<file path="src/rtl/flag_update_ctrl_if.sv">
// Request channel from the micro-op sequencer to the flag update controller.
// The sequencer (master) offers one flag request at a time and holds it until
// the controller (slave) raises req_ready.
interface flag_update_ctrl_if;
    logic       req_valid;
    logic       req_ready;
    logic [5:0] req_class;
    logic [5:0] req_mask;
    logic       req_wide;
    logic       req_ex;
    logic       req_popf;

    modport master (
        output req_valid,
        output req_class,
        output req_mask,
        output req_wide,
        output req_ex,
        output req_popf,
        input  req_ready
    );

    modport slave (
        input  req_valid,
        input  req_class,
        input  req_mask,
        input  req_wide,
        input  req_ex,
        input  req_popf,
        output req_ready
    );
endinterface

</file>
<file path="src/rtl/flag_update_ctrl.sv">
// Flag update controller: accepts one flag request at a time, waits for one or
// two ALU phases, then pulses the per-flag write strobes and the one-hot flag
// source select for a single cycle. EX AF,AF' and POP F requests bypass the ALU
// wait and produce a single swap or load strobe instead.
module flag_update_ctrl (
    input  logic                Clk,
    input  logic                notReset,
    flag_update_ctrl_if.slave   req,
    input  logic                alu_done,
    output logic                PF_Write_S,
    output logic                PF_Write_Z,
    output logic                PF_Write_H,
    output logic                PF_Write_PV,
    output logic                PF_Write_N,
    output logic                PF_Write_C,
    output logic [47:0]         PF_Select,
    output logic                PR_Ex,
    output logic                PR_Write_F,
    output logic                busy,
    output logic                err_class,
    output logic                err_timeout
);

    localparam logic [5:0] NUM_CLASSES = 6'd48;
    // Counter value seen during the 15th consecutive wait cycle without alu_done.
    localparam logic [3:0] WAIT_LAST   = 4'd14;

    typedef enum logic [2:0] {
        IDLE    = 3'd0,
        WAIT_LO = 3'd1,
        WAIT_HI = 3'd2,
        COMMIT  = 3'd3,
        SWAP    = 3'd4,
        LOAD    = 3'd5
    } state_e;

    state_e     state_q, state_d;
    logic [3:0] cnt_q, cnt_d;
    logic [5:0] class_q, class_d;
    logic [5:0] mask_q, mask_d;
    logic       wide_q, wide_d;
    logic       err_class_q, err_class_d;
    logic       err_timeout_q, err_timeout_d;

    logic        ready;
    logic [5:0]  pf_write;
    logic [47:0] pf_select;
    logic        class_ok;

    // State, wait counter, request latches and sticky errors; reset wins over everything.
    always_ff @(posedge Clk) begin
        if (!notReset) begin
            state_q       <= IDLE;
            cnt_q         <= 4'd0;
            class_q       <= 6'd0;
            mask_q        <= 6'd0;
            wide_q        <= 1'b0;
            err_class_q   <= 1'b0;
            err_timeout_q <= 1'b0;
        end else begin
            state_q       <= state_d;
            cnt_q         <= cnt_d;
            class_q       <= class_d;
            mask_q        <= mask_d;
            wide_q        <= wide_d;
            err_class_q   <= err_class_d;
            err_timeout_q <= err_timeout_d;
        end
    end

    // Next-state logic: request acceptance, ALU phase tracking and wait timeout.
    always_comb begin
        state_d       = state_q;
        cnt_d         = cnt_q;
        class_d       = class_q;
        mask_d        = mask_q;
        wide_d        = wide_q;
        err_class_d   = err_class_q;
        err_timeout_d = err_timeout_q;

        case (state_q)
            IDLE: begin
                if (req.req_valid) begin
                    class_d = req.req_class;
                    mask_d  = req.req_mask;
                    wide_d  = req.req_wide;
                    // Out-of-range class is still accepted; it just commits nothing.
                    if (req.req_class >= NUM_CLASSES) begin
                        err_class_d = 1'b1;
                    end
                    if (req.req_ex) begin
                        state_d = SWAP;
                    end else if (req.req_popf) begin
                        state_d = LOAD;
                    end else begin
                        state_d = WAIT_LO;
                        cnt_d   = 4'd0;
                    end
                end
            end
            WAIT_LO, WAIT_HI: begin
                if (alu_done) begin
                    cnt_d   = 4'd0;
                    state_d = (state_q == WAIT_LO && wide_q) ? WAIT_HI : COMMIT;
                end else if (cnt_q == WAIT_LAST) begin
                    // ALU never answered: abandon the op without touching F.
                    cnt_d         = 4'd0;
                    state_d       = IDLE;
                    err_timeout_d = 1'b1;
                end else begin
                    cnt_d = cnt_q + 4'd1;
                end
            end
            COMMIT, SWAP, LOAD: begin
                state_d = IDLE;
            end
            default: begin
                state_d = IDLE;
            end
        endcase
    end

    assign class_ok = (class_q < NUM_CLASSES);

    // Moore outputs: strobes come purely from the current state and the latched request.
    always_comb begin
        ready      = 1'b0;
        pf_write   = 6'd0;
        pf_select  = 48'd0;
        PR_Ex      = 1'b0;
        PR_Write_F = 1'b0;

        case (state_q)
            IDLE: begin
                ready = 1'b1;
            end
            COMMIT: begin
                if (class_ok) begin
                    pf_write  = mask_q;
                    pf_select = 48'd1 << class_q;
                end
            end
            SWAP: begin
                PR_Ex = 1'b1;
            end
            LOAD: begin
                PR_Write_F = 1'b1;
            end
            default: begin
                ready = 1'b0;
            end
        endcase
    end

    assign req.req_ready = ready;
    assign busy          = ~ready;
    assign PF_Select     = pf_select;
    assign PF_Write_S    = pf_write[5];
    assign PF_Write_Z    = pf_write[4];
    assign PF_Write_H    = pf_write[3];
    assign PF_Write_PV   = pf_write[2];
    assign PF_Write_N    = pf_write[1];
    assign PF_Write_C    = pf_write[0];
    assign err_class     = err_class_q;
    assign err_timeout   = err_timeout_q;

endmodule
</file>
<file path="src/flat_wrapper.sv">
// flat-port wrapper written by rule: the top's interface ports become plain ports
module flag_update_ctrl_flat 
  (Clk, notReset, alu_done, PF_Write_S, PF_Write_Z, PF_Write_H, PF_Write_PV, PF_Write_N, PF_Write_C, PF_Select, PR_Ex, PR_Write_F, busy, err_class, err_timeout, req_req_valid, req_req_class, req_req_mask, req_req_wide, req_req_ex, req_req_popf, req_req_ready);
  flag_update_ctrl_if req_i ();
  input  logic Clk;
  input  logic notReset;
  input  logic alu_done;
  output logic PF_Write_S;
  output logic PF_Write_Z;
  output logic PF_Write_H;
  output logic PF_Write_PV;
  output logic PF_Write_N;
  output logic PF_Write_C;
  output logic [47:0] PF_Select;
  output logic PR_Ex;
  output logic PR_Write_F;
  output logic busy;
  output logic err_class;
  output logic err_timeout;
  input wire logic [$bits(req_i.req_valid)-1:0] req_req_valid;
  input wire logic [$bits(req_i.req_class)-1:0] req_req_class;
  input wire logic [$bits(req_i.req_mask)-1:0] req_req_mask;
  input wire logic [$bits(req_i.req_wide)-1:0] req_req_wide;
  input wire logic [$bits(req_i.req_ex)-1:0] req_req_ex;
  input wire logic [$bits(req_i.req_popf)-1:0] req_req_popf;
  output wire logic [$bits(req_i.req_ready)-1:0] req_req_ready;
  assign req_i.req_valid = req_req_valid;
  assign req_i.req_class = req_req_class;
  assign req_i.req_mask = req_req_mask;
  assign req_i.req_wide = req_req_wide;
  assign req_i.req_ex = req_req_ex;
  assign req_i.req_popf = req_req_popf;
  assign req_req_ready = req_i.req_ready;
  flag_update_ctrl u_core (.Clk(Clk), .notReset(notReset), .req(req_i), .alu_done(alu_done), .PF_Write_S(PF_Write_S), .PF_Write_Z(PF_Write_Z), .PF_Write_H(PF_Write_H), .PF_Write_PV(PF_Write_PV), .PF_Write_N(PF_Write_N), .PF_Write_C(PF_Write_C), .PF_Select(PF_Select), .PR_Ex(PR_Ex), .PR_Write_F(PR_Write_F), .busy(busy), .err_class(err_class), .err_timeout(err_timeout));
endmodule
</file>
<file path="config.mk">
export PLATFORM = sky130hd
export DESIGN_NAME = flag_update_ctrl_flat
export DESIGN_NICKNAME = d
export VERILOG_FILES = /design/src/rtl/flag_update_ctrl_if.sv /design/src/rtl/flag_update_ctrl.sv /design/src/flat_wrapper.sv
export SDC_FILE = /design/constraint.sdc
export NUM_CORES = 1
export LEC_CHECK = 0
export CAP_MARGIN = 20
export CORE_MARGIN = 1
export CORE_UTILIZATION = 39
export DETAILED_ROUTE_END_ITERATION = 7
export PLACE_DENSITY = 0.8
export RECOVER_POWER = 25
export SLEW_MARGIN = 20
export SYNTH_ARGS = -nofsm -noshare
export SYNTH_HDL_FRONTEND = slang
export SYNTH_SLANG_ARGS = --single-unit
</file>
<file path="constraint.sdc">
create_clock -name Clk -period 1.67 [get_ports Clk]
set_input_delay 0.167 -clock Clk [delete_from_list [all_inputs] [get_ports Clk]]
set_output_delay 0.167 -clock Clk [all_outputs]
set_load 0.01 [all_outputs]
</file>
# Word-level counts from Yosys, hierarchy flattened
# Cells that the tools add are included.
[classes] add_sub_neg=1 n_mul=0 div=0 n_lt_le_gt_ge=2 eq_ne=10 shifts=1 mux=20 bitwise_logic=2 n_reduce_logical=9
[ops] operator="48-bit two-way mux" count=2
[ops] operator="1-bit by 6-bit << shifter with 48-bit output, first input constant" count=1
[ops] operator="4-bit two-way mux" count=5
[ops] operator="3-bit two-way mux" count=5
[ops] operator="6-bit two-way mux" count=2
[ops] operator="4-bit case mux with 2 select lines" count=1
[ops] operator="3-bit by 2-bit == test with 1-bit output, second input constant" count=2
[ops] operator="3-bit == test, second input constant" count=2
[ops] operator="6-bit greater-or-equal comparator, second input constant" count=1
[ops] operator="6-bit less-than comparator, second input constant" count=1
[ops] operator="2-bit != test, second input constant" count=3
[ops] operator="3-bit case mux with 2 select lines" count=1
[ops] operator="3-bit AND reduction" count=2
[ops] operator="4-bit by 1-bit adder with 4-bit output, second input constant" count=1
[ops] operator="4-bit == test, second input constant" count=1
[ops] operator="1-bit two-way mux" count=4
[ops] operator="2-bit AND reduction" count=2
[ops] operator="4-bit AND reduction" count=1
[ops] operator="3-bit by 1-bit == test with 1-bit output, second input constant" count=1
[ops] operator="3-bit logical NOT" count=1
[ops] operator="3-bit by 2-bit != test with 1-bit output, second input constant" count=1
[ops] operator="1-bit inverter" count=2
[ops] operator="2-bit nonzero test" count=1
[ops] operator="2-bit OR reduction" count=1
[ops] operator="1-bit logical AND" count=1
[word_totals] ff_bits=22 latchBits=0 mem_bits_rw=0 rom_bits=0 word_cells=52 n_memories=0

# Logic depth before layout (Yosys ltp)
[logic_depth] depth_word=5 ltp_mapped=5

# Worst setup path before layout
# OpenSTA, ideal clock, no wires.
[synth_timing] path_kind="register to output" startpoint="register u_core.state_q[2]" endpoint="output port PF_Select[0]" arrival_time_ns=1.323 setup_slack_ns=0.180 stages_incl_launch_ff=6 cell_sequence="dfxtp_1 > buf_6 > nor2_2 > or4b_1 > buf_2 > nor2_2"
[synth_via] elab_chain_len=2
[synth_rtl] item="from (decl)" line_no="flag_update_ctrl.sv:37" text="state_e state_q, state_d;"
[synth_rtl] item="from (signal assigned)" line_no="flag_update_ctrl.sv:61" text="state_q <= state_d;"
[synth_rtl] item="3-bit by 2-bit == test with 1-bit output" line_no="flag_update_ctrl.sv:133" text="case (state_q)"
[synth_rtl] item="48-bit two-way mux" line_no="flag_update_ctrl.sv:133"
[synth_rtl] item="to (decl)" line_no="flat_wrapper.sv:14" text="output logic [47:0] PF_Select;"
# No other way between the ends.

# Worst setup path after layout
[layout_timing] startpoint="register u_core.state_q[2]" endpoint="output port PF_Select[13]"
# Same word-level chain as after synthesis.

==> impl_results.md <==
* Status: finished with violations
* Failing checks: setup timing
* Layout cells sized above 1 at 0.425
* Worst Skew at 1.81 ps
* PwrDens at 593 nW/um^2
* Setup slack after layout at -75.3 ps
* Gr usage total at 0.232
* Setup crit start: u_core.state_q[2]
* Synthesized area at 1450 sq um
* Max-Cap Viols at 0
* Starting DRT DRC Count at 47
* Via Count at 1,755
* CTS tree: done
* Vias in the first global route at 1,610
* Post-synth top area share at 0.303
* H-Tree Depth at 1
* Dpl ws at -301 ps
* NumNets Final at 323
* Synthesized area per cell at 6.99 sq um
* YS warnings at 0
* Syn Nets at 229
* Reg2reg start: u_core.state_q[1]
* FMAX at 573 MHz
* Core Box Area at 3440 sq um
* DR pass1 iterations at 4
* Clock Path Buffers at 2
* Die Ht at 63.1 microns
* Worst setup SP type: flop
* Initial antenna violation count at 0
* Pleak at 0.00104 uW
* Grt total ovfl at 0
* Fin crit period at 1750 ps
* Seq cells post-synth at 22
* Tcrit/Tclk final at 1.05
* Min-delay src: req_req_mask[5]
* Max FO, Critical Path at 8
* Final core occ at 0.687
* Sink Count at 22
* HPWL after DPL at 3.16 mm
* Skew-Pair Late Insertion Delay at 260 ps
* First-pass GRT wire length at 7.48 mm
* Die Wd at 63.1 microns
* Initial core utilization at 0.422
* Routed WL at 4.50 mm
* Hold Buf Count CTS at 0
* Most common flop cell mapped by yosys: dfxtp_1
* Row count at 21
* Clock root cell: clkbuf_8
* Cts bufs inserted at 3
* Setup tns final at -1350 ps
* Syn Inst Count at 208
* RSZ-0062 raised after global routing: yes
* Via/cell ratio at 5.06
* Routed length per instance at 13.0 microns
* Ranking of synthesized cells by area: dfxtp_1 30%, nor2_1 10%, nand2_1 9.0%
* Antenna cells at 0
* Clk pin slew, worst setup/hold paths at 80 ps
* ANT nets after route at 0
* Biggest area consumer among synthesized cells: dfxtp_1
* Hold WC Path Type: in -> reg
* Async SR Flop Fraction at 0
* Ports at 79
* WP data required at 1500 ps
* Max_slew headroom at 0.699
* Final Max Slew Viols at 0
* Largest net degree at the start of global routing at 15
* Final Hold Viols at 0
* Critical Path AT at 1580 ps
* Crit end category: output pin
* Worst-margin pin slew at 449 ps
* Setup CP Type: reg -> out
* Sequential-to-total area share from yosys stat at 0.303
* Area grow syn2layout at 62.7%
* Remaining DRCs at 0
* Maximum vdd drop at 0.649 mV
* Count of different cell masters after synthesis at 37
* Final setup fails at 29
* Die area at 3980 sq um
* Placer Congestion at 0.800
* Port bufs at 78
* Number of synthesized flops with an enable pin at 0
[final timing paths]
kind | endpoint | slack, ps | cells after the start
max | PF_Select[13] | -80 | 4
min | u_core.mask_q[5] | 450 | 3
max reg2reg | u_core.mask_q[3] | -50 | 6
min reg2reg | u_core.mask_q[0] | 460 | 2
[through the flow]
stage	hold slack, ps	instance area (sq um)	total power [uW]	cells
after floorplan	303	1450	763	208
after global placement	438	2410	894	340
after detailed placement	443	2410	900	340
after CTS	442	2480	1420	347
after global routing	456	2360	1480	347
final	446	2360	1400	347
[cells in the final DEF, fill, tap and decap left out, types with 3 or more instances in the layout]
| cell type | instances |
|---|---|
| a31oi_1 | 3 |
| clkbuf_8 | 3 |
| nor2_2 | 14 |
| nor2_4 | 4 |
| inv_1 | 4 |
| buf_2 | 39 |
| nand2_1 | 34 |
| nor2_1 | 37 |
| clkbuf_2 | 10 |
| o32ai_1 | 3 |
| clkdlybuf4s50_1 | 18 |
| dfxtp_1 | 17 |
| nand4_1 | 3 |
| buf_4 | 20 |
| nand3b_1 | 5 |
| dfxtp_2 | 3 |
| nand2b_1 | 3 |
| nand4b_1 | 4 |
| nand3_1 | 4 |
| dlygate4sd2_1 | 4 |
| and2_4 | 7 |
| a21oi_1 | 16 |
| buf_6 | 12 |
[kinds of logic (layout without fill, tap and decap cells)]
family / count (synthesis) / count (layout) / synth area share
simple gates: 131 / 131 / 0.469
compound gates: 29 / 29 / 0.122
buf+inv: 23 / 116 / 0.0774
flops: 22 / 22 / 0.303
fa+ha+maj: 2 / 2 / 0.0172
xor+xnor: 1 / 1 / 0.0112
[report_power, final]
group	internal, uW	switching [uW]
Clock	320	171
Sequential	556	27.2
Combinational	165	163
[registers in the layout (all words and copies together) (netlist names)]
name	flops
u_core.mask_q	6
u_core.state_q	3
u_core.class_q	6
u_core.err_timeout	1
u_core.wide_q	1
u_core.cnt_q	4
u_core.err_class	1
[cells in the mapped netlist (2+ instances only)]
master    number
nor3_1         2
nand4_1        3
a31oi_1        3
ha_1           2
or3b_2         2
and2_1         8
o21ai_0        2
nand2b_1       3
nand3b_1       5
or4b_1         3
buf_1          2
a21oi_1       16
nand3_1        4
nor2_2        16
nand4b_1       4
dfxtp_1       22
nor2_1        39
inv_1          4
nand2_1       35
nor2b_1        2
buf_2          6
buf_4          3
o32ai_1        3
clkbuf_1       6
[worst max-delay path: stages, from the launching register on]
cell and delay, ps:
dfxtp_4 370, nor2_4 110, or4b_4 570, nor2_4 150, buf_6 120
[what timing repair did]
item / 4_1_cts / 5_1_grt
resized for setup: 227 / 33
pin swaps: 12 / 8
endpoints found under the setup margin: 58 / 48
buffers inserted: 4 / 2
endpoints found under the hold margin: 0 / 0
[metal layers]
metal | GRT usage | share of wire
met1 | 0.289 | 0.43
met3 | 0.0471 | 0.083
met2 | 0.386 | 0.47
met5 | 0 | 0
met4 | 0.0959 | 0.020
[cell type report]
cell class / count / area (sq um)
fill: 307 / 1080
multi-input combinational: 163 / 965
timing repair buffer: 107 / 801
sequential: 22 / 452
tap: 46 / 57.6
clock buffer: 3 / 41.3
clock inverter: 1 / 30.0
inverter: 5 / 18.8
Note: power is estimated with default switching activity, not from simulation.
